[src/rtl/lcd_resp_pkg.sv]
// lcd_resp_pkg: shared opcodes, address-counter wrap points and FSM states for the LCD responder
package lcd_resp_pkg;
    typedef enum logic [1:0] {ST_IDLE, ST_FILL, ST_BUSY} state_t;
    localparam logic [7:0] SPACE       = 8'h20;
    localparam logic [6:0] AC_L0_FIRST = 7'h00;
    localparam logic [6:0] AC_L0_LAST  = 7'h27;
    localparam logic [6:0] AC_L1_FIRST = 7'h40;
    localparam logic [6:0] AC_L1_LAST  = 7'h67;
    localparam logic [7:0] OP_SET_DD   = 8'h80;
    localparam logic [7:0] OP_SET_CG   = 8'h40;
    localparam logic [7:0] OP_FUNC     = 8'h20;
    localparam logic [7:0] OP_SHIFT    = 8'h10;
    localparam logic [7:0] OP_DISP     = 8'h08;
    localparam logic [7:0] OP_ENTRY    = 8'h04;
    localparam logic [7:0] OP_HOME     = 8'h02;
    localparam logic [7:0] OP_CLEAR    = 8'h01;
    // True when op is the highest set bit of d.
    function automatic logic is_op(input logic [7:0] d, input logic [7:0] op);
        return (d & ~(op - 8'd1)) == op;
    endfunction
endpackage

[src/rtl/lcd_ac_map.sv]
// lcd_ac_map: maps the address counter onto the 16x2 shadow and steps it with line wrap.
// Shared with the LCD driver side.
module lcd_ac_map
    import lcd_resp_pkg::*;
(
    input  logic [6:0] i_ac,
    input  logic       i_inc,
    output logic       o_valid,
    output logic [4:0] o_idx,
    output logic [6:0] o_next
);
    assign o_valid = (i_ac[5:4] == 2'b00);
    assign o_idx   = {i_ac[6], i_ac[3:0]};
    assign o_next  = i_inc
        ? ((i_ac == AC_L0_LAST) ? AC_L1_FIRST : (i_ac == AC_L1_LAST) ? AC_L0_FIRST : i_ac + 7'd1)
        : ((i_ac == AC_L1_FIRST) ? AC_L0_LAST : (i_ac == AC_L0_FIRST) ? AC_L1_LAST : i_ac - 7'd1);
endmodule

[src/rtl/lcd_responder.sv]
// lcd_responder: HD44780-style display-side bus responder with 16x2 DDRAM shadow and busy model.
// Define LCD_RESP_CGRAM_EN to add a 64x8 CGRAM and CG addressing mode.
module lcd_responder
    import lcd_resp_pkg::*;
#(
    parameter int BUSY_CMD = 2000,
    parameter int BUSY_CLR = 82000
)(
    input  logic       clock,
    input  logic       reset,
    input  logic       lcd_en,
    input  logic       lcd_rs,
    input  logic       lcd_rw,
    input  logic [7:0] lcd_data_in,
    output logic [7:0] lcd_data_out,
    output logic       lcd_data_oe,
    output logic       busy,
    output logic       overrun,
    output logic       disp_on,
    input  logic [4:0] dbg_addr,
    output logic [7:0] dbg_char
);
    localparam int CW = $clog2((BUSY_CLR > BUSY_CMD ? BUSY_CLR : BUSY_CMD) + 1);

    logic [10:0] r_sync1, r_sync2, r_prev;
    state_t      r_state, w_state_nxt;
    logic [CW-1:0] r_cnt, w_cnt_nxt;
    logic [4:0]  r_fill, w_fill_nxt;
    logic [6:0]  r_ac, w_ac_nxt, w_ac_step, w_status;
    logic        r_id, w_id_nxt, r_disp, w_disp_nxt, r_overrun;
    logic [7:0]  r_shadow [32];
    logic [7:0]  r_dbg, w_rdata;
    logic        w_valid, w_dir, w_fall, w_rs, w_rw, w_dd_wr;
    logic        w_go_cmd, w_go_home, w_go_clr;
    logic [4:0]  w_idx;
    logic [7:0]  w_d;

    // Bus signals are asynchronous; a transfer uses the values seen just before EN fell.
    always_ff @(posedge clock or posedge reset) begin
        if (reset) begin
            r_sync1 <= '0;
            r_sync2 <= '0;
            r_prev  <= '0;
        end else begin
            r_sync1 <= {lcd_en, lcd_rs, lcd_rw, lcd_data_in};
            r_sync2 <= r_sync1;
            r_prev  <= r_sync2;
        end
    end

    assign w_fall = r_prev[10] & ~r_sync2[10];
    assign w_rs   = r_prev[9];
    assign w_rw   = r_prev[8];
    assign w_d    = r_prev[7:0];
    assign w_dir  = w_rs ? r_id : w_d[2];

    lcd_ac_map u_map (
        .i_ac   (r_ac),
        .i_inc  (w_dir),
        .o_valid(w_valid),
        .o_idx  (w_idx),
        .o_next (w_ac_step)
    );

`ifdef LCD_RESP_CGRAM_EN
    logic       r_cg, w_cg_nxt, w_cg_wr;
    logic [5:0] r_cga, w_cga_nxt;
    logic [7:0] r_cgram [64];
    always_ff @(posedge clock or posedge reset) begin
        if (reset) begin
            r_cg  <= 1'b0;
            r_cga <= '0;
            for (int i = 0; i < 64; i++) r_cgram[i] <= 8'h00;
        end else begin
            r_cg  <= w_cg_nxt;
            r_cga <= w_cga_nxt;
            if (w_cg_wr) r_cgram[r_cga] <= w_d;
        end
    end
    assign w_status = r_cg ? {1'b0, r_cga} : r_ac;
    assign w_rdata  = r_cg ? r_cgram[r_cga] : (w_valid ? r_shadow[w_idx] : SPACE);
`else
    assign w_status = r_ac;
    assign w_rdata  = w_valid ? r_shadow[w_idx] : SPACE;
`endif

    always_comb begin
        w_ac_nxt   = r_ac;
        w_id_nxt   = r_id;
        w_disp_nxt = r_disp;
        w_dd_wr    = 1'b0;
        w_go_cmd   = 1'b0;
        w_go_home  = 1'b0;
        w_go_clr   = 1'b0;
`ifdef LCD_RESP_CGRAM_EN
        w_cg_nxt   = r_cg;
        w_cga_nxt  = r_cga;
        w_cg_wr    = 1'b0;
`endif
        if (w_fall && w_rw && w_rs) begin
`ifdef LCD_RESP_CGRAM_EN
            if (r_cg) w_cga_nxt = r_id ? r_cga + 6'd1 : r_cga - 6'd1; else
`endif
            w_ac_nxt = w_ac_step;
        end else if (w_fall && !w_rw && r_state == ST_IDLE) begin
            if (w_rs) begin
                w_go_cmd = 1'b1;
`ifdef LCD_RESP_CGRAM_EN
                if (r_cg) begin
                    w_cg_wr   = 1'b1;
                    w_cga_nxt = r_id ? r_cga + 6'd1 : r_cga - 6'd1;
                end else
`endif
                begin
                    w_dd_wr  = w_valid;
                    w_ac_nxt = w_ac_step;
                end
            end else if (is_op(w_d, OP_SET_DD)) begin
                w_go_cmd = 1'b1;
                w_ac_nxt = w_d[6:0];
`ifdef LCD_RESP_CGRAM_EN
                w_cg_nxt = 1'b0;
`endif
            end else if (is_op(w_d, OP_SET_CG)) begin
                w_go_cmd = 1'b1;
`ifdef LCD_RESP_CGRAM_EN
                w_cg_nxt  = 1'b1;
                w_cga_nxt = w_d[5:0];
`endif
            end else if (is_op(w_d, OP_FUNC)) begin
                w_go_cmd = 1'b1;
            end else if (is_op(w_d, OP_SHIFT)) begin
                w_go_cmd = 1'b1;
                w_ac_nxt = w_d[3] ? r_ac : w_ac_step;
            end else if (is_op(w_d, OP_DISP)) begin
                w_go_cmd   = 1'b1;
                w_disp_nxt = w_d[2];
            end else if (is_op(w_d, OP_ENTRY)) begin
                w_go_cmd = 1'b1;
                w_id_nxt = w_d[1];
            end else if (is_op(w_d, OP_HOME)) begin
                w_go_home = 1'b1;
                w_ac_nxt  = AC_L0_FIRST;
            end else if (is_op(w_d, OP_CLEAR)) begin
                w_go_clr = 1'b1;
                w_ac_nxt = AC_L0_FIRST;
                w_id_nxt = 1'b1;
            end
        end
    end

    // The busy counter keeps running through FILL so clear totals BUSY_CLR cycles.
    always_comb begin
        w_state_nxt = r_state;
        w_cnt_nxt   = r_cnt;
        w_fill_nxt  = r_fill;
        case (r_state)
            ST_IDLE: begin
                if (w_go_clr) begin
                    w_state_nxt = ST_FILL;
                    w_cnt_nxt   = CW'(BUSY_CLR - 1);
                    w_fill_nxt  = '0;
                end else if (w_go_home) begin
                    w_state_nxt = ST_BUSY;
                    w_cnt_nxt   = CW'(BUSY_CLR - 1);
                end else if (w_go_cmd) begin
                    w_state_nxt = ST_BUSY;
                    w_cnt_nxt   = CW'(BUSY_CMD - 1);
                end
            end
            ST_FILL: begin
                w_cnt_nxt   = r_cnt - CW'(1);
                w_fill_nxt  = r_fill + 5'd1;
                w_state_nxt = (r_fill == 5'd31) ? ST_BUSY : ST_FILL;
            end
            ST_BUSY: begin
                w_cnt_nxt   = r_cnt - CW'(1);
                w_state_nxt = (r_cnt == '0) ? ST_IDLE : ST_BUSY;
            end
            default: w_state_nxt = ST_IDLE;
        endcase
    end

    always_ff @(posedge clock or posedge reset) begin
        if (reset) begin
            r_state <= ST_IDLE;
            r_cnt   <= '0;
            r_fill  <= '0;
        end else begin
            r_state <= w_state_nxt;
            r_cnt   <= w_cnt_nxt;
            r_fill  <= w_fill_nxt;
        end
    end

    always_ff @(posedge clock or posedge reset) begin
        if (reset) begin
            r_ac      <= AC_L0_FIRST;
            r_id      <= 1'b1;
            r_disp    <= 1'b0;
            r_overrun <= 1'b0;
            r_dbg     <= SPACE;
            for (int i = 0; i < 32; i++) r_shadow[i] <= SPACE;
        end else begin
            r_ac   <= w_ac_nxt;
            r_id   <= w_id_nxt;
            r_disp <= w_disp_nxt;
            r_dbg  <= r_shadow[dbg_addr];
            if (w_fall && !w_rw && r_state != ST_IDLE) r_overrun <= 1'b1;
            if (r_state == ST_FILL) r_shadow[r_fill] <= SPACE;
            else if (w_dd_wr) r_shadow[w_idx] <= w_d;
        end
    end

    assign busy         = (r_state != ST_IDLE);
    assign overrun      = r_overrun;
    assign disp_on      = r_disp;
    assign dbg_char     = r_dbg;
    assign lcd_data_oe  = r_sync2[10] & r_sync2[8];
    assign lcd_data_out = lcd_data_oe ? (r_sync2[9] ? w_rdata : {busy, w_status}) : 8'h00;
endmodule

[config.mk]
export PLATFORM = sky130hd
export DESIGN_NAME = lcd_responder
export DESIGN_NICKNAME = d
export VERILOG_FILES = /design/src/rtl/lcd_resp_pkg.sv /design/src/rtl/lcd_ac_map.sv /design/src/rtl/lcd_responder.sv
export SDC_FILE = /design/constraint.sdc
export NUM_CORES = 1
export LEC_CHECK = 0
export CAP_MARGIN = 40
export CELL_PAD_IN_SITES_DETAIL_PLACEMENT = 1
export CELL_PAD_IN_SITES_GLOBAL_PLACEMENT = 1
export CORE_MARGIN = 2
export CORE_UTILIZATION = 25
export CTS_CLUSTER_SIZE = 30
export DETAILED_ROUTE_END_ITERATION = 8
export PLACE_DENSITY = 0.44
export SYNTH_ARGS = -nofsm -noshare
export SYNTH_HDL_FRONTEND = slang
export SYNTH_HIERARCHICAL = 1
export SYNTH_SLANG_ARGS = --single-unit
[constraint.sdc]
create_clock -name clock -period 13.6 [get_ports clock]
set_clock_uncertainty 0.2 [all_clocks]
set_input_delay 2.72 -clock clock [delete_from_list [all_inputs] [get_ports clock]]
set_output_delay 2.72 -clock clock [all_outputs]
set_load 0.005 [all_outputs]
==> key figures, run 1 <==
Logic synthesis
  • Ranking of synthesized cells by area: dfrtp_1 43%, mux4_2 19%, a22o_1 12%, dfstp_2 5.2%, a21oi_1 2.2%
  • Post-synth top cells: 297 x dfrtp_1, 245 x a22o_1, 144 x mux4_2, 75 x a21oi_1, 52 x inv_1
  • Mapped cell area: between 15,000 and 20,000 sq um
  • Post-synth EDFFs: 0
  • Most common cell in the synthesized netlist: dfrtp_1
  • #FFs+latches synth: 331
  • Top FF cell, synth: dfrtp_1
  • Seq/Total Area, Yosys: 48.2%
  • Average size of a mapped cell: 13.1 sq um
  • Syn Inst Count: approximately 1,300
  • Post-Syn Nets: 1,343
  • Leading area contributor after synthesis: dfrtp_1
  • Synth Warn #: 6
  • Post-synthesis cell type count: 74
  • Top-area cell type share of the netlist area: 43.1%
  • FFs w/ async S/R, synth: 100%

Setup path
  • Worst r2r src: r_state[0]
  • Worst setup EP type: output pin
  • Critical path origin: r_ac[0]
  • Startpoint Class: flip-flop
  • Worst EP required: 10.68 ns
  • Worst R2R Setup Slack: ~9.9 ns
  • CP max FO: 41
  • Crit Path Class: flip-flop to output pin
  • Worst Reg-to-Reg Cells: 7
  • Worst EP arrival: 4.57 ns

Die
  • Core box area: 68,500 sq um
  • I/O pin count: 38
  • Initial Util: 25.2%
  • Die Footprint: 71,200 sq um
  • Row Count: 96
  • Die Wd: between 200 and 300 microns
  • Die H: 267 microns

Placement
  • GPL Wtd Cong: 0.821
  • PortBufs: 37
  • HPWL after DPL: 44,800 microns

GRT
  • Met1 Usage GRT: about 28%
  • Remaining Overflow, GRT: 0
  • GR Util All Layers: about a fifth
  • Largest net degree at the start of global routing: 167
  • M2 GR Usage: 29.8%
  • Vias in the first global route: 13,000
  • Busiest metal layer after global routing: met2
  • First-pass GRT wire length: 99,500 microns
  • Initial antenna violation count: 2
  • Met3 Use GR: 3.14%

Timing
  • Final setup TNS: 0 ns
  • Max frequency: 134 MHz
  • Tmin final: 7.49 ns
  • Crit share post-route: between 50% and 60%
  • Endpoints failing hold: 0
  • Slew Limit Fails: 0
  • Max-slew headroom: approximately a third
  • Final hold slack: 0.141 ns
  • Worst slew pin tran: around 1.0 ns
  • # setup viols final: 0
  • RSZ-0062 raised after global routing: no

Power and ir drop
  • Highest ir drop seen on vdd: 77.8 uV
  • Leakage dissipation: just over 8 nW
  • Power density over cell area: 161 nW/um^2

Final layout
  • Register Area: 8340 sq um
  • Final core utilization: 29.4%
  • Layout cells sized above 1: 26.4%
  • Layout Nets: 1,364
  • Layout fillers: 7,315
  • Synthesis-to-finish area growth: 16.8%
  • Area of the multi-input gates: 8230 sq um

Route
  • Initial DRT Pass Iterations: 5
  • Routed len/inst: around 30 microns
  • Routed Wire Length: around 67,000 microns
  • Number of DRC markers in iteration 0: around 1,200
  • DRC Markers: 0
  • Via-per-instance ratio: 5.61
  • Post-DRT Antenna Nets: 0
  • Via count: 12,600

Hold path
  • Hold path startpoint: r_sync2[2]
  • Worst Hold Depth: 0
  • HP Class: flip-flop to flip-flop

Clock tree
  • Post-CTS Hold Buffers: 0
  • Worst-Skew Late Latency: 0.58 ns
  • Clk sinks: 331
  • Reg clk slew, reported paths: 0.06 ns
  • Max clock buf depth: 3
  • CTS Buf Count: 42
  • H-Tree Level Count: 2
  • CTS resizes: 0
  • Clk root buf: clkbuf_16
  • CTS tree: done
  • Setup Fix Bufs, Post-CTS: 0

Run
  • Max cap viols: 0

Status
  • Status: complete, no violations
-- cell families after synthesis --
group	share of synthesized area, %
buf+inv	4.08
compound gates	18.8
fa+ha+maj	0.870
mux	20.4
flops	48.2
xor+xnor	0.101
simple gates	7.56
-- power by group --
part           leakage, nW  total [mW]  internal (mW)  switching (mW)
registers             4.35        1.24           1.09           0.144
clock network        0.742        1.25          0.770           0.476
logic                 3.03       0.762          0.330           0.432
-- stage by stage --
stage / setup WS, ns / instance area (sq um) / power [mW] / std cells
floorplan: 1.57 / 17300 / 1.76 / 1313
global route: 5.93 / 20200 / 3.39 / 2248
finish: 6.11 / 20200 / 3.24 / 2249
CTS: 6.04 / 20200 / 3.29 / 2248
global placement: 6.69 / 18400 / 2.01 / 2151
detailed placement: 6.71 / 18600 / 2.02 / 2172
-- cell usage in the layout, fill, tap and decap left out, types with 39 or more instances in the layout --
cell type,netlist,layout
a21oi_1,75,75
nor3_1,44,44
a22o_1,245,245
mux4_2,144,144
nor2_1,39,39
inv_1,52,51
buf_4,19,39
dfrtp_1,297,292
clkbuf_16,0,45
-- critical path, stage by stage (launching register included) --
cell	delay, ns
dfrtp_4	0.95
buf_4	0.76
mux4_2	0.61
a22oi_1	0.26
a31oi_1	0.14
nor3_1	0.47
o2bb2ai_1	0.24
clkdlybuf4s50_1	0.49
-- area by class of cell --
type	instances	share of cell area [%]
timing repair buffer	79	3.70
clock buffer	60	6.36
tap	882	5.48
inverter	52	1.01
antenna	1	0.0124
multi-input combinational	828	40.8
clock inverter	16	1.23
sequential	331	41.4
-- sequential cells by signal, indices dropped and copies added (netlist names) --
name	count
r_cnt	17
r_sync2	11
disp_on	1
dbg_char	8
overrun	1
r_shadow	256
r_sync1	11
r_fill	5
r_state	2
r_prev	11
r_ac	7
r_id	1
-- path summary, 6_finish.rpt --
| kind | end |
|---|---|
| worst min register to register | r_prev[2] |
| worst max register to register | r_shadow[110] |
| max in group asynchronous | r_shadow[228] |
| worst max-delay path | lcd_data_out[7] |
| worst min-delay path | r_prev[2] |
| min in group asynchronous | r_shadow[12] |
-- layer usage --
layer	wire, microns	part of all wire [%]	up-vias
met5	13	0.019	-
met2	30900	46	348
met1	31300	46	6927
met3	3880	5.8	71
li1	-	-	5267
met4	1280	1.9	2
Power figures use the tool's default switching activity.
==> run 2, diff against run 1 <==
--- a/config.mk
+++ b/config.mk
@@ -12,7 +12,7 @@
 export CORE_UTILIZATION = 25
 export CTS_CLUSTER_SIZE = 30
 export DETAILED_ROUTE_END_ITERATION = 8
-export PLACE_DENSITY = 0.44
+export PLACE_DENSITY = 0.46
 export SYNTH_ARGS = -nofsm -noshare
 export SYNTH_HDL_FRONTEND = slang
 export SYNTH_HIERARCHICAL = 1
==> constraint.sdc (replaced) <==
create_clock -name clock -period 6.4 [get_ports clock]
set_clock_uncertainty 0.2 [all_clocks]
set_input_delay 1.28 -clock clock [delete_from_list [all_inputs] [get_ports clock]]
set_output_delay 1.28 -clock clock [all_outputs]
set_load 0.005 [all_outputs]
==> run 2 against run 1 <==
  * Global-route usage decreased by 0.16 points
  * Sequential share of layout area increased by 0.41 points
  * Register-to-register slack got worse by 7.5 ns
  * Routed wire length decreased by 1.0%
  * Critical path depth unchanged
  * Count of clock-buffer cells in the layout increased by 2
  * Die area unchanged
  * Sequential cell count unchanged
==> key figures, run 2 (synthesis results as in run 1) <==
Clock tree
  • CTS resizes: 0 (unchanged)
  • H-Tree Level Count: 2 (unchanged)
  • Clk root buf: clkbuf_16
  • Clk sinks: 331 (unchanged)
  • Worst-Skew Late Latency: 0.57 ns (about the same)
  • Reg clk slew, reported paths: 0.06 ns (about the same)
  • Max clock buf depth: 3 (unchanged)
  • CTS Buf Count: 41 (-2.4%)
  • Post-CTS Hold Buffers: 0 (unchanged)
  • Setup Fix Bufs, Post-CTS: 0 (unchanged)
  • CTS tree: done

Route
  • DRC Markers: 0 (unchanged)
  • Initial DRT Pass Iterations: 7 (+2)
  • Routed len/inst: 29.7 microns (-0.94%)
  • Post-DRT Antenna Nets: 0 (unchanged)
  • Via count: 12,700 (+0.32%)
  • Via-per-instance ratio: 5.63 (+0.41%)
  • Routed Wire Length: 66,600 microns (-1.0%)
  • Number of DRC markers in iteration 0: 1,015 (-14%)

Power and ir drop
  • Seq pwr share: 41.6% (+3.5 points)
  • Switching Fraction: 33.5% (+1.1 points)
  • Highest ir drop seen on vdd: 139 uV (+79%)
  • Pint: 4.32 mW (+97%)
  • Switch Pwr: 2.18 mW (+110%)
  • Clock Power Share: 34.5% (-3.9 points)
  • Gate power share: 23.8% (+0.3 points)
  • Total chip power: 6.50 mW (+100%)
  • Power density over cell area: 326 nW/um^2 (+100%)
  • Leakage dissipation: 8.03 nW (-1.2%)

Timing
  • Max-slew headroom: 38.7% (+5.1 points)
  • Slew Limit Fails: 0 (unchanged)
  • Endpoints failing hold: 0 (unchanged)
  • Max frequency: 190 MHz
  • # setup viols final: 0 (unchanged)
  • Crit share post-route: 82.2%
  • RSZ-0062 raised after global routing: no
  • Tmin final: 5.26 ns
  • Final setup TNS: 0 ns (unchanged)
  • Worst slew pin tran: 0.920 ns (-0.0771 ns)

Die
  • Initial Util: 25.2% (unchanged)
  • I/O pin count: 38 (unchanged)
  • Die H: 267 microns (unchanged)
  • Die Wd: 267 microns (unchanged)
  • Core box area: 68,500 sq um (unchanged)
  • Die Footprint: 71,200 sq um (unchanged)
  • Row Count: 96 (unchanged)

GRT
  • GR Util All Layers: 19.1% (-0.16 points)
  • Initial antenna violation count: 4 (+2)
  • First-pass GRT wire length: 98,500 microns (-0.99%)
  • Largest net degree at the start of global routing: 150 (-10%)
  • Vias in the first global route: 13,200 (+1.3%)
  • Remaining Overflow, GRT: 0 (unchanged)

Setup path
  • Critical R2R Capture: r_shadow[110]
  • Worst Reg-to-Reg Cells: 6 (-1)
  • Worst EP arrival: 3.78 ns (-0.79 ns)
  • Crit Path Class: flip-flop to output pin
  • Worst EP required: 4.92 ns (-5.76 ns)
  • Slowest stage delay, CP: 0.96 ns (about the same)
  • Startpoint Class: flip-flop
  • CP top delay family: compound AO/OA/AOI/OAI gates
  • Worst setup EP type: output pin
  • Worst R2R Setup Slack: 2.46 ns (-7.46 ns)
  • Slowest CP cell: dfrtp_4
  • Worst r2r src: r_ac[1]
  • CP Buf/Inv Count: 2 (unchanged)
  • Worst path cell trace: buf_12 -> mux4_2 -> mux2i_1 -> o211ai_1 -> o21ai_0 -> a41oi_1 -> clkdlybuf4s50_1
  • CP max FO: 43 (+4.9%)

Run
  • Max cap viols: 0 (unchanged)

Hold path
  • HP Class: flip-flop to flip-flop
  • Worst Hold Depth: 0 (unchanged)
  • Hold path startpoint: r_sync1[9]
  • WHS Endpoint: r_sync2[9]

Final layout
  • Synthesis-to-finish area growth: 15.6%
  • Largest register FFs: 256 (unchanged)
  • Layout fillers: 7,341 (+0.36%)
  • Top reg by flops: r_shadow
  • Commonest non-fill, non-tap cell in the layout: dfrtp_1
  • Commonest non-fill, non-tap cells in the layout: 294 x dfrtp_1, 245 x a22o_1, 144 x mux4_2, 75 x a21oi_1, 51 x inv_1
  • Layout cells sized above 1: 25.7% (-0.77 points)
  • Largest regs: r_shadow x256, r_cnt x17
  • Layout Nets: 1,362 (-0.15%)

Placement
  • HPWL after DPL: 45,600 microns (+1.8%)
  • PortBufs: 37 (unchanged)
  • GPL Wtd Cong: 0.823 (+0.18%)

Status
  • Status: complete, no violations
-- run 2: layer usage --
layer  part of all wire, %  global-route usage (%)  vias up
li1                      -                       -     5255
met1                    44                    26.3     6880
met2                    46                    29.8      419
met3                   6.3                    4.15      101
met4                   3.1                    6.19        0
met5                     0                       0        -
-- run 2: final cells by class --
type | instances | area [sq um] | share of cell area [%]
inverter | 52 | 199 | 0.997
sequential | 331 | 8330 | 41.8
timing repair buffer | 78 | 807 | 4.05
antenna | 1 | 2.50 | 0.0125
clock buffer | 62 | 1190 | 5.99
multi-input combinational | 828 | 8230 | 41.3
clock inverter | 13 | 77.6 | 0.389
tap | 882 | 1100 | 5.53
-- run 2: worst max-delay path by stage --
stage / slack [ns] / from / cells after the start / endpoint
2_1_floorplan: 0.53 / reset / 1 / dbg_char[0]
3_3_place_gp: 1.66 / r_ac[0] / 7 / lcd_data_out[5]
3_5_place_dp: 1.67 / r_ac[0] / 7 / lcd_data_out[5]
4_1_cts: 1.05 / r_ac[0] / 7 / lcd_data_out[5]
5_1_grt: 0.93 / r_ac[0] / 7 / lcd_data_out[5]
6_report: 1.14 / r_ac[0] / 7 / lcd_data_out[5]
-- run 2: metrics by stage --
| stage | hold slack (ns) | setup slack [ns] | area (sq um) | cells | util (%) |
|---|---|---|---|---|---|
| floorplan | 0.131 | 0.527 | 17300 | 1313 | - |
| global placement | 0.134 | 1.66 | 18500 | 2154 | 27.0 |
| detailed placement | 0.137 | 1.67 | 18700 | 2171 | 27.3 |
| CTS | 0.150 | 1.05 | 19900 | 2246 | 29.1 |
| global route | 0.154 | 0.925 | 19900 | 2246 | 29.1 |
| finish | 0.147 | 1.14 | 20000 | 2247 | 29.1 |
-- run 2: power by group through the flow --
stage | sequential [mW] | clock (mW) | combinational (mW)
after floorplan | 2.48 | 0 | 1.25
after global placement | 2.74 | 0 | 1.53
after detailed placement | 2.74 | 0 | 1.56
after CTS | 2.71 | 2.32 | 1.56
after global routing | 2.75 | 2.40 | 1.67
final | 2.70 | 2.25 | 1.55
-- run 2: worst reg2reg max path, delay by kind of cell, from the launching register on --
kind	cells	cell delay (ns)
flops	1	0.94
simple gates	2	1.55
buf+inv	2	0.66
compound gates	2	0.46
==> run 3, diff against run 2 <==
==> constraint.sdc (replaced) <==
create_clock -name clock -period 4.35 [get_ports clock]
set_clock_uncertainty 0.2 [all_clocks]
set_input_delay 0.87 -clock clock [delete_from_list [all_inputs] [get_ports clock]]
set_output_delay 0.87 -clock clock [all_outputs]
set_load 0.005 [all_outputs]
==> run 3 against run 2 <==
  * Sequential share of layout area shrank 1.5 points
  * Sequential cell count unchanged
  * First-iteration DRC count grew 8.4%
  * Combinational power is 87% higher
  * Critical path type unchanged
  * Total power is 57% higher
  * Setup slack lost 1.1 ns
  * Non-clock buffer count grew 63
  * Count of clock-buffer cells in the layout grew 4
  * Global-route usage rose by 0.064 points
==> key figures, run 3 (synthesis results as in run 1) <==
Timing
  • Slew Limit Fails: 0 (unchanged)
  • Endpoints failing hold: 0 (unchanged)
  • Tmin final: between 4 and 5 ns
  • Worst slew pin tran: 0.936 ns (+0.0160 ns)
  • Final hold slack: 0.145 ns (-0.00170 ns)
  • Max frequency: 232 MHz
  • # setup viols final: 0 (unchanged)
  • Crit share post-route: 99.1%
  • Max-slew headroom: 37.6% (-1.1 points)
  • Final setup TNS: 0 ns (unchanged)

Power and ir drop
  • Total chip power: 10.2 mW (+57%)
  • Switch Pwr: 3.33 mW (+53%)
  • Clock Power Share: 34.1% (-0.4 points)
  • Leakage dissipation: 8.43 nW (+4.9%)
  • Seq pwr share: 37.4% (-4.2 points)
  • Switching Fraction: 32.7% (-0.87 points)
  • Pint: 6.86 mW (+59%)
  • Gate power share: 28.5% (+4.7 points)
  • Power density over cell area: 493 nW/um^2 (+51%)
  • Highest ir drop seen on vdd: 278 uV (+100%)

Route
  • Via-per-instance ratio: 5.59 (-0.80%)
  • Routed len/inst: 29.3 microns (-1.3%)
  • DRC Markers: 0 (unchanged)
  • Via count: 12,900 (+2.0%)
  • Post-DRT Antenna Nets: 0 (unchanged)
  • Number of DRC markers in iteration 0: 1,100 (+8.4%)
  • Routed Wire Length: 67,700 microns (+1.6%)
  • Initial DRT Pass Iterations: 5 (-2)

Setup path
  • Critical R2R Capture: r_shadow[159]
  • Worst EP required: 3.28 ns (-1.64 ns)
  • Crit Path Class: flip-flop to output pin
  • Worst Reg-to-Reg Cells: 7 (+1)
  • CP top delay family: compound AO/OA/AOI/OAI gates
  • CP Buf/Inv Count: 2 (unchanged)
  • Worst r2r src: r_ac[2]
  • Worst path cell trace: buf_12 -> mux4_2 -> o32ai_1 -> a2111oi_2 -> a32o_1 -> clkdlybuf4s50_1
  • Slowest CP cell: o32ai_1
  • Startpoint Class: flip-flop
  • CP max FO: 12 (-72%)
  • Worst R2R Setup Slack: 0.89 ns (-1.57 ns)
  • Worst EP arrival: 3.24 ns (-0.54 ns)
  • Slowest stage delay, CP: 0.56 ns (-0.40 ns)
  • Worst setup EP type: output pin

GRT
  • First-pass GRT wire length: 98,700 microns (+0.20%)
  • Initial antenna violation count: 1 (-3)
  • Remaining Overflow, GRT: 0 (unchanged)
  • Largest net degree at the start of global routing: 80 (-47%)
  • GR Util All Layers: 19.1% (+0.064 points)
  • Vias in the first global route: 13,300 (+0.50%)

Final layout
  • Top reg by flops: r_shadow
  • Final core utilization: 30.2% (+1.1 points)
  • Commonest non-fill, non-tap cell in the layout: dfrtp_1
  • Largest regs: r_shadow x256, r_cnt x17
  • Layout Nets: 1,425 (+4.6%)
  • Layout cells sized above 1: 29.6% (+4.0 points)
  • Synthesis-to-finish area growth: 19.8%
  • Commonest non-fill, non-tap cells in the layout: 294 x dfrtp_1, 245 x a22o_1, 144 x mux4_2, 88 x buf_4, 75 x a21oi_1
  • Largest register FFs: 256 (unchanged)

Clock tree
  • Worst-Skew Late Latency: 0.57 ns (about the same)
  • H-Tree Level Count: 2 (unchanged)
  • Clk root buf: clkbuf_16
  • CTS tree: done
  • Max clock buf depth: 3 (unchanged)
  • Clk sinks: 331 (unchanged)
  • Reg clk slew, reported paths: 0.06 ns (about the same)
  • CTS Buf Count: 41 (unchanged)

Die
  • Die Wd: 267 microns (unchanged)
  • I/O pin count: 38 (unchanged)
  • Initial Util: 25.2% (unchanged)
  • Die H: 267 microns (unchanged)
  • Core box area: 68,500 sq um (unchanged)
  • Die Footprint: 71,200 sq um (unchanged)
  • Row Count: 96 (unchanged)

Run
  • Max cap viols: 0 (unchanged)

Hold path
  • Worst Hold Depth: 0 (unchanged)
  • HP Class: flip-flop to flip-flop
  • Hold path startpoint: r_sync2[5]
  • WHS Endpoint: r_prev[5]

Placement
  • HPWL after DPL: 45,900 microns (+0.68%)
  • PortBufs: 37 (unchanged)
  • GPL Wtd Cong: 0.842 (+2.3%)

Status
  • Status: complete, no violations
-- run 3: changes by cell type in the layout (fill, tap and decap cells not counted), sizes merged --
cell	change
buf	+62
bufinv	+2
clkbuf	+5
clkinv	-3
clkinvlp	-1
inv	-1
-- run 3: final cells by class --
| cell class | instances | area (sq um) |
|---|---|---|
| Multi-Input combinational cell | 828 | 8300 |
| Sequential cell | 331 | 8330 |
| Inverter | 52 | 199 |
| Tap cell | 882 | 1100 |
| Clock buffer | 66 | 1250 |
| Clock inverter | 10 | 106 |
| Antenna cell | 1 | 2.50 |
| Timing Repair Buffer | 141 | 1380 |
| Fill cell | 7304 | 47800 |
-- run 3: metrics by stage --
| stage | instance area (sq um) | std cells | setup slack, ns |
|---|---|---|---|
| finish | 20700 | 2311 | 0.0395 |
| CTS | 20500 | 2296 | 0.0122 |
| detailed placement | 19000 | 2208 | 0.402 |
| global placement | 18900 | 2202 | 0.359 |
| global route | 20700 | 2310 | -0.00693 |
| floorplan | 17300 | 1313 | -1.11 |
-- run 3: per-layer routing --
metal,vias to the layer above,part of all wire [%],GRT usage [%]
li1,5380,-,-
met1,7073,47,27.9
met2,385,46,29.8
met3,73,5.5,3.06
met4,0,2.0,4.39
met5,-,0,0
-- run 3: timing repair --
action | CTS | global route
endpoints found under the setup margin | 8 | 8
hold buffers | 0 | 0
resized for setup | 1 | 12
pin swaps | 0 | 1
cloned | 0 | 1
buffers inserted | 12 | 13
-- run 3: worst max-delay path by stage --
stage,from,endpoint,slack [ns],cells past startpoint
after global placement,r_ac[1],lcd_data_out[7],0.36,6
after floorplan,reset,dbg_char[0],-1.11,1
after global routing,r_ac[0],lcd_data_out[2],-0.007,7
after detailed placement,r_ac[1],lcd_data_out[7],0.40,6
final,r_ac[0],lcd_data_out[2],0.04,6
after CTS,r_ac[3],lcd_data_out[7],0.01,6
-- run 3: power by group through the flow --
stage / logic [mW] / registers (mW) / clock network (mW)
after floorplan: 1.84 / 3.65 / 0
after global placement: 2.52 / 3.92 / 0
after detailed placement: 2.54 / 3.92 / 0
after CTS: 2.77 / 3.80 / 3.58
after global routing: 3.10 / 3.85 / 3.70
final: 2.90 / 3.81 / 3.47
==> RTL change, RTL diff (settings of run 2) <==
The parameter `BUSY_CLR` goes from 82000 to 41000.
--- a/src/rtl/lcd_responder.sv
+++ b/src/rtl/lcd_responder.sv
@@ -5,5 +5,5 @@
 #(
     parameter int BUSY_CMD = 2000,
-    parameter int BUSY_CLR = 82000
+    parameter int BUSY_CLR = 41000
 )(
     input  logic       clock,
Formal check against the unedited RTL: no difference found for any inputs over 4 cycles, from zero or initial values and one cycle with reset high; that may be too few to reach the edited logic, so the function may still have changed.
==> RTL change against run 2 <==
Combinational power increased by 4%. Power up 2.1%. Wire length up 16%. Design area up 5.6%. Worst hold slack got worse by 0.0063 ns. Worst setup slack got worse by 0.16 ns. Sequential cell count down 1. Area after synthesis grew 6.8%. Critical path type unchanged.
==> RTL change: results (changes against run 2) <==
Finish
  – # diodes: 0 (-1)
  – Finished Layout Cells: 2860 (+27%)
  – # clk buffers: 67 (+8.1%)
  – Share of cells above drive strength 1: 13.8% (-12 points)
  – Layout clock area frac: 6.47% (+0.088 points)
  – Largest registers: r_shadow x256, r_cnt x16
  – Signal buffers share of area: 4.00% (-0.043 points)
  – P&R area growth vs syn: 14.3%
  – Nonclk buf count: 85 (+9.0%)

STA
  – PnR worst setup slack: 0.974 ns (-0.163 ns)
  – Tightest Pin Transition: 0.939 ns (+0.0189 ns)

Place
  – Area post-placement: 0.0197 mm^2 (+5.5%)
  – Inst Count DP: 2781 (+28%)
  – Post-detail-place hpwl: 54.8 mm (+20%)
  – Routability cong.: 0.911 (+11%)

Critical path
  – CP arrival: 3.95 ns (+0.17 ns)
  – Slowest-stage cell, CP: dfrtp_1
  – Max incr delay on CP: 0.90 ns (-0.06 ns)

Clocking
  – CTS Buf Count: 42 (+2.4%)

Yosys
  – Post-synth top cells: nand2_1, dfrtp_1, o21ai_0
  – Post-synthesis adder-cell area fraction: 0.815% (-0.055 points)
  – Avg Cell Area, Syn: 9.80 um^2 (-25%)
  – Seq/Total Area, Yosys: 45.0% (-3.2 points)
  – Mux cell area share after synthesis: 17.6% (-2.8 points)

Global route
  – Initial antenna violation count: 0 (-4)
  – Vias in the first global route: 15539 (+18%)
  – Gr usage total: 20.5% (+1.4 points)
  – Largest net degree at the start of global routing: 100 (-33%)

Status
  – Status: completed

Routing
  – DRT Pass-1 Iters: 5 (-2)
  – Routed WL: 77.5 mm (+16%)

Pwr
  – Sw frac: 33.8% (+0.28 points)
  – Max VDD drop: 0.000167 V (+20%)
  – Leakage power: 8.28 nW (+3.0%)

Floorplanning
  – Die X: 276 um (+3.3%)
[RTL change: path summary, 6_finish.rpt]
| check | from | endpoint | cells after the start |
|---|---|---|---|
| setup reg to reg | r_state[0] | r_shadow[195] | 6 |
| hold / removal | r_sync1[9] | r_sync2[9] | 0 |
| hold reg to reg | r_sync1[9] | r_sync2[9] | 0 |
| min in group asynchronous | reset | r_shadow[231] | 2 |
| max in group asynchronous | reset | r_shadow[33] | 4 |
| setup / recovery | r_ac[6] | lcd_data_out[5] | 5 |
[RTL change: power groups by stage]
stage | clock (mW) | sequential [mW] | combinational [mW]
final | 2.40 | 2.62 | 1.61
after floorplan | 0 | 2.45 | 1.22
after global placement | 0 | 2.73 | 1.45
after CTS | 2.48 | 2.61 | 1.61
after detailed placement | 0 | 2.64 | 1.61
after global routing | 2.56 | 2.64 | 1.72
[RTL change: per-layer routing]
layer,vias up,part of all wire [%],global-route usage (%)
met5,-,0,0
met4,0,2.9,5.96
met3,112,4.3,2.60
met2,396,46,32.2
met1,8119,47,29.4
li1,6710,-,-
